## config.mk

```make
export PLATFORM = sky130hd
export DESIGN_NAME = counter8_seq_ctrl
export DESIGN_NICKNAME = d
export VERILOG_FILES = /design/src/rtl/counter8_seq_ctrl.sv
export SDC_FILE = /design/constraint.sdc
export NUM_CORES = 1
export LEC_CHECK = 0
export BUFFER_PORTS_ARGS = -buffer_cell sky130_fd_sc_hd__buf_4
export CORE_ASPECT_RATIO = 0.6
export CORE_UTILIZATION = 40
export DETAILED_ROUTE_END_ITERATION = 10
export GPL_TIMING_DRIVEN = 0
export PLACE_DENSITY = 0.68
export SLEW_MARGIN = 20
export SYNTH_ARGS = -nofsm -noshare
export SYNTH_HDL_FRONTEND = slang
export SYNTH_SLANG_ARGS = --single-unit
```

## constraint.sdc

```tcl
create_clock -name clk_i -period 4.3 [get_ports clk_i]
set_input_delay 0.645 -clock clk_i [delete_from_list [all_inputs] [get_ports clk_i]]
set_output_delay 0.645 -clock clk_i [all_outputs]
set_load 0.1 [all_outputs]
```

## src/rtl/counter8_seq_ctrl.sv

```systemverilog
// counter8_seq_ctrl: command sequencer that preloads an external up-counter and issues a
// fixed number of enabled increments, flagging roll-over and completion.
module counter8_seq_ctrl #(
   parameter int WIDTH = 8,
   parameter int LEN_W = 8
) (
   input  logic             clk_i,
   input  logic             rst_ni,
   input  logic             cmd_valid_i,
   output logic             cmd_ready_o,
   input  logic [WIDTH-1:0] cmd_start_i,
   input  logic [LEN_W-1:0] cmd_len_i,
   input  logic             pause_i,
   input  logic             abort_i,
   output logic             ctr_load_o,
   output logic             ctr_en_o,
   output logic [WIDTH-1:0] ctr_data_o,
   input  logic [WIDTH-1:0] ctr_cnt_i,
   output logic             busy_o,
   output logic [LEN_W-1:0] remain_o,
   output logic             done_o,
   output logic             wrap_o
);
   typedef enum logic [1:0] {IDLE, LOAD, RUN, DONE} state_e;
   state_e state_q, state_d;
   logic [LEN_W-1:0] remain_q, remain_d;
   logic [WIDTH-1:0] data_q, data_d;
   logic wrap_q, wrap_d;
   always_ff @(posedge clk_i or negedge rst_ni) begin
      if (!rst_ni) begin
         state_q  <= IDLE;
         remain_q <= '0;
         data_q   <= '0;
         wrap_q   <= 1'b0;
      end else begin
         state_q  <= state_d;
         remain_q <= remain_d;
         data_q   <= data_d;
         wrap_q   <= wrap_d;
      end
   end
   // abort gates every strobe in the same cycle it is seen
   always_comb begin
      busy_o      = state_q != IDLE;
      cmd_ready_o = state_q == IDLE && !abort_i;
      ctr_load_o  = state_q == LOAD && !abort_i;
      ctr_en_o    = state_q == RUN && !pause_i && !abort_i;
      done_o      = state_q == DONE && !abort_i;
      ctr_data_o  = data_q;
      remain_o    = remain_q;
      wrap_o      = wrap_q;
      state_d     = state_q;
      remain_d    = remain_q;
      data_d      = data_q;
      wrap_d      = ctr_en_o && ctr_cnt_i == {WIDTH{1'b1}};
      case (state_q)
         IDLE: if (cmd_valid_i && cmd_ready_o) begin
            state_d  = LOAD;
            remain_d = cmd_len_i;
            data_d   = cmd_start_i;
         end
         LOAD: state_d = remain_q == '0 ? DONE : RUN;
         RUN: if (ctr_en_o && remain_q != '0) begin
            remain_d = remain_q - 1'b1;
            state_d  = remain_q == LEN_W'(1) ? DONE : RUN;
         end
         default: state_d = IDLE;
      endcase
      if (abort_i && state_q != IDLE) begin
         state_d  = IDLE;
         remain_d = '0;
      end
   end
endmodule
```

==> tab_implementation.tex <==
\begin{tabular}{lr}
\hline
Metric & Value \\
\hline
\multicolumn{2}{l}{\textbf{CTS}} \\
Clock latency at the later pin of the worst-skew pair & 0.26 ns \\
Number of buffers inserted by post-CTS setup repair & 0 \\
TritonCTS clock tree & built \\
Worst-case clock buffer depth & 2 \\
Hold-fix buffer count after cts & 0 \\
Resize count post-CTS & 0 \\
H-tree depth & 1 \\
Cell at the root of the clock tree & sky130\_fd\_sc\_hd\_\_clkbuf\_8 \\
Clock slew at reported path FFs & 0.08 ns \\
Clk sink count & 19 \\
CTS buffer count & 3 \\
\multicolumn{2}{l}{\textbf{Routing}} \\
Number of design-rule violations left by the first detailed-router iteration & 89 \\
Detailed Routing Iterations Pass 1 & 4 \\
Average via count per standard cell & 5.44 \\
DRC violations left & 0 \\
Total Routed Length & 3.23 mm \\
Via count of the routed design & 1180 \\
Post-detailed-route wirelength per cell & 14.9 µm \\
Post-DRT Antenna Nets & 0 \\
\multicolumn{2}{l}{\textbf{Placed design}} \\
Count of buffers inserted at the top-level ports & 50 \\
DPL Wire Length & 2.50 mm \\
Routability congestion estimate & 0.866 \\
Worst setup slack before clock tree synthesis & 2.00 ns \\
Post-placement cell area & 1670 µm² \\
\multicolumn{2}{l}{\textbf{Synth}} \\
Unique cell type count in the Yosys netlist & 32 \\
Area fraction in and, or, nand and nor cells after synthesis & 18.9\% \\
Adder-Cell Fraction of Synth Area & 8.08\% \\
Sequential element share of the synthesized area & 38.4\% \\
Post-synthesis xor/xnor area fraction & 0\% \\
Syn Std Cell Area & 1240 µm² \\
Top\_reg\_cell synth & sky130\_fd\_sc\_hd\_\_dfrtp\_1 \\
Number of flip-flops and latches in the synthesized netlist & 19 \\
Largest family of logic cells by synthesized area & simple AND/OR/NAND/NOR gates \\
Compound-Gate Fraction of Synth Area & 17.3\% \\
Mean instance size in the synthesized netlist & 10.2 µm² \\
Synthesized net count & 158 \\
Count of mapped cells out of synthesis & 121 \\
Share of synthesized flip-flops with an asynchronous set or reset & 100\% \\
Multiplexer fraction of the synthesized cell area & 11.0\% \\
Number of enable flip-flop cells after synthesis & 0 \\
Warnings from Yosys & 0 \\
\multicolumn{2}{l}{\textbf{Critical path}} \\
Dominant delay contributor by cell family on the critical path & simple AND/OR/NAND/NOR gates \\
Start point of the critical path & state\_q[0]\$\_DFFE\_PN0P\_ \\
Worst Path Max Fanout & 5 \\
Critical Path End Type & primary output \\
WS Path Type & flip-flop to primary output \\
Critical path data arrival time & 1.85 ns \\
Required time worst endpoint & 3.65 ns \\
CP cell instances & inv\_1 > ha\_1 > or3b\_2 > inv\_1 > buf\_4 \\
Worst setup SP type & flip-flop \\
CP bufs+invs & 3 \\
Reg-to-reg startpoint & state\_q[0]\$\_DFFE\_PN0P\_ \\
Critical path's most frequent cell & sky130\_fd\_sc\_hd\_\_inv\_1 \\
Critical Path Slowest Stage Cell & sky130\_fd\_sc\_hd\_\_or3b\_2 \\
Stage delay of the slowest cell on the critical path & 0.49 ns \\
\multicolumn{2}{l}{\textbf{Global route}} \\
Tot GR Track Use & 20.3\% \\
Number of global-route vias before repair & 1025 \\
Overall overflow remaining after global route & 0 \\
Global-route wire length before repair & 4.86 mm \\
Antenna violations before repair & 0 \\
Pin count of the biggest net entering global routing & 20 \\
\multicolumn{2}{l}{\textbf{Layout}} \\
Design area & 1710 µm² \\
Area added between synthesis and finish & 38.3\% \\
Number of diodes & 0 \\
Net total in the final layout & 213 \\
Commonest cells after routing, fill and taps aside & sky130\_fd\_sc\_hd\_\_buf\_4, sky130\_fd\_sc\_hd\_\_dfrtp\_1, sky130\_fd\_sc\_hd\_\_inv\_1, sky130\_fd\_sc\_hd\_\_mux2\_2 \\
Most common cell after layout, fill and taps aside & sky130\_fd\_sc\_hd\_\_buf\_4 \\
Ratio of cells with drive above 1 in the final layout & 40.0\% \\
\multicolumn{2}{l}{\textbf{STA}} \\
Relative slew slack & 35.0\% \\
Total Neg Setup Slack & 0 ns \\
Count of final setup violators & 0 \\
Worst Setup Slack, final & 1.81 ns \\
Unrepaired setup endpoints after global routing & no \\
Post-route minimum period & 2.49 ns \\
Final cycle utilization of the critical path & 58.0\% \\
Achievable clock frequency & 0.401 GHz \\
Fin. Hold Viols & 0 \\
Final count of pins violating max slew & 0 \\
Slew of the pin with the lowest slew margin & 0.968 ns \\
Setup clock skew after layout & 0.00697 ns \\
\multicolumn{2}{l}{\textbf{Min path}} \\
Hold/Removal Path Class & primary input to async pin \\
\multicolumn{2}{l}{\textbf{Status}} \\
Outcome & finished clean \\
\multicolumn{2}{l}{\textbf{Floorplan}} \\
Boundary Pins & 51 \\
Effective utilization at floorplan & 42.6\% \\
Die extent in y & 45.1 µm \\
DIE AREA & 3330 µm² \\
Area of the core region & 2910 µm² \\
Overall die width & 73.8 µm \\
Cell Rows & 15 \\
\multicolumn{2}{l}{\textbf{Job}} \\
Max-cap violations & 0 \\
\hline
\end{tabular}
-- final timing paths --
| kind | end | slack, ns | cells past startpoint |
|---|---|---|---|
| min in group clk_i | ctr_data_o[6]$_DFFE_PN0P_ | 0.51 | 1 |
| min reg2reg | ctr_data_o[6]$_DFFE_PN0P_ | 0.51 | 1 |
| max reg2reg | remain_o[1]$_DFFE_PN0P_ | 1.90 | 7 |
| min | remain_o[2]$_DFFE_PN0P_ | 0.25 | 1 |
| max | ctr_en_o | 1.81 | 5 |
| max in group asynchronous | ctr_data_o[3]$_DFFE_PN0P_ | 3.85 | 1 |
-- routing by layer --
layer	vias to the layer above	routed length [µm]	GRT usage, %
met3	0	247	4.69
met1	565	1550	29.9
met5	-	0	0
li1	561	-	-
met2	54	1430	30.5
met4	0	0	4.62
-- sequential cells by signal, summed over array words and instances (netlist names) --
| signal | cells |
|---|---|
| remain_o | 8 |
| wrap_o | 1 |
| state_q | 2 |
| ctr_data_o | 8 |
-- cell usage after synthesis (all sizes together) (2+ instances only) --
library cell   n  area (µm²)
a211oi         3        22.5
a21oi          8        40.0
and2b          4        30.0
and3           2        12.5
buf            3        33.8
clkbuf         3        11.3
dfrtp         19         475
ha             8         100
inv            9        33.8
mux2          10         116
mux2i          2        20.0
nand2          3        11.3
nand4          2        12.5
nor2           6        22.5
nor2b          2        12.5
nor3           8        40.0
nor3b          3        22.5
nor4           2        12.5
o31ai          6        45.0
o32ai          2        17.5
o41ai          6        60.1
or3b           2        17.5
-- metrics by stage --
stage | hold WS (ns) | utilization (%) | cells
global route | 0.256 | 58.9 | 217
detailed placement | 0.495 | 57.3 | 213
CTS | 0.251 | 58.9 | 217
floorplan | 0.349 | - | 121
global placement | 0.488 | 57.3 | 213
finish | 0.246 | 58.9 | 217
-- layout make-up --
class / instances / area [µm²]
multi-input combinational: 87 / 684
timing repair buffer: 50 / 375
clock buffer: 3 / 41.3
tap: 42 / 52.6
sequential: 19 / 475
buffer: 6 / 45.0
clock inverter: 1 / 5.00
fill: 265 / 1200
inverter: 9 / 33.8
-- logic make-up (layout without fill, tap and decap cells) --
group | Yosys count | count (layout)
AND/OR/NAND/NOR | 39 | 39
flip-flops | 19 | 19
multiplexers | 12 | 12
AO/OA/AOI/OAI | 28 | 28
buffers and inverters | 15 | 69
adder cells (fa/ha/maj) | 8 | 8
-- worst reg2reg max path, delay by kind of cell, from the launching register on --
family	cells	cell delay, ns
fa+ha+maj	1	0.24
buf+inv	2	0.23
mux	1	0.30
simple gates	3	1.11
flops	1	0.42
Power is left out: the tool's default activity adds up to more than one toggle a clock period on the data nets, which glitch-free logic cannot reach.
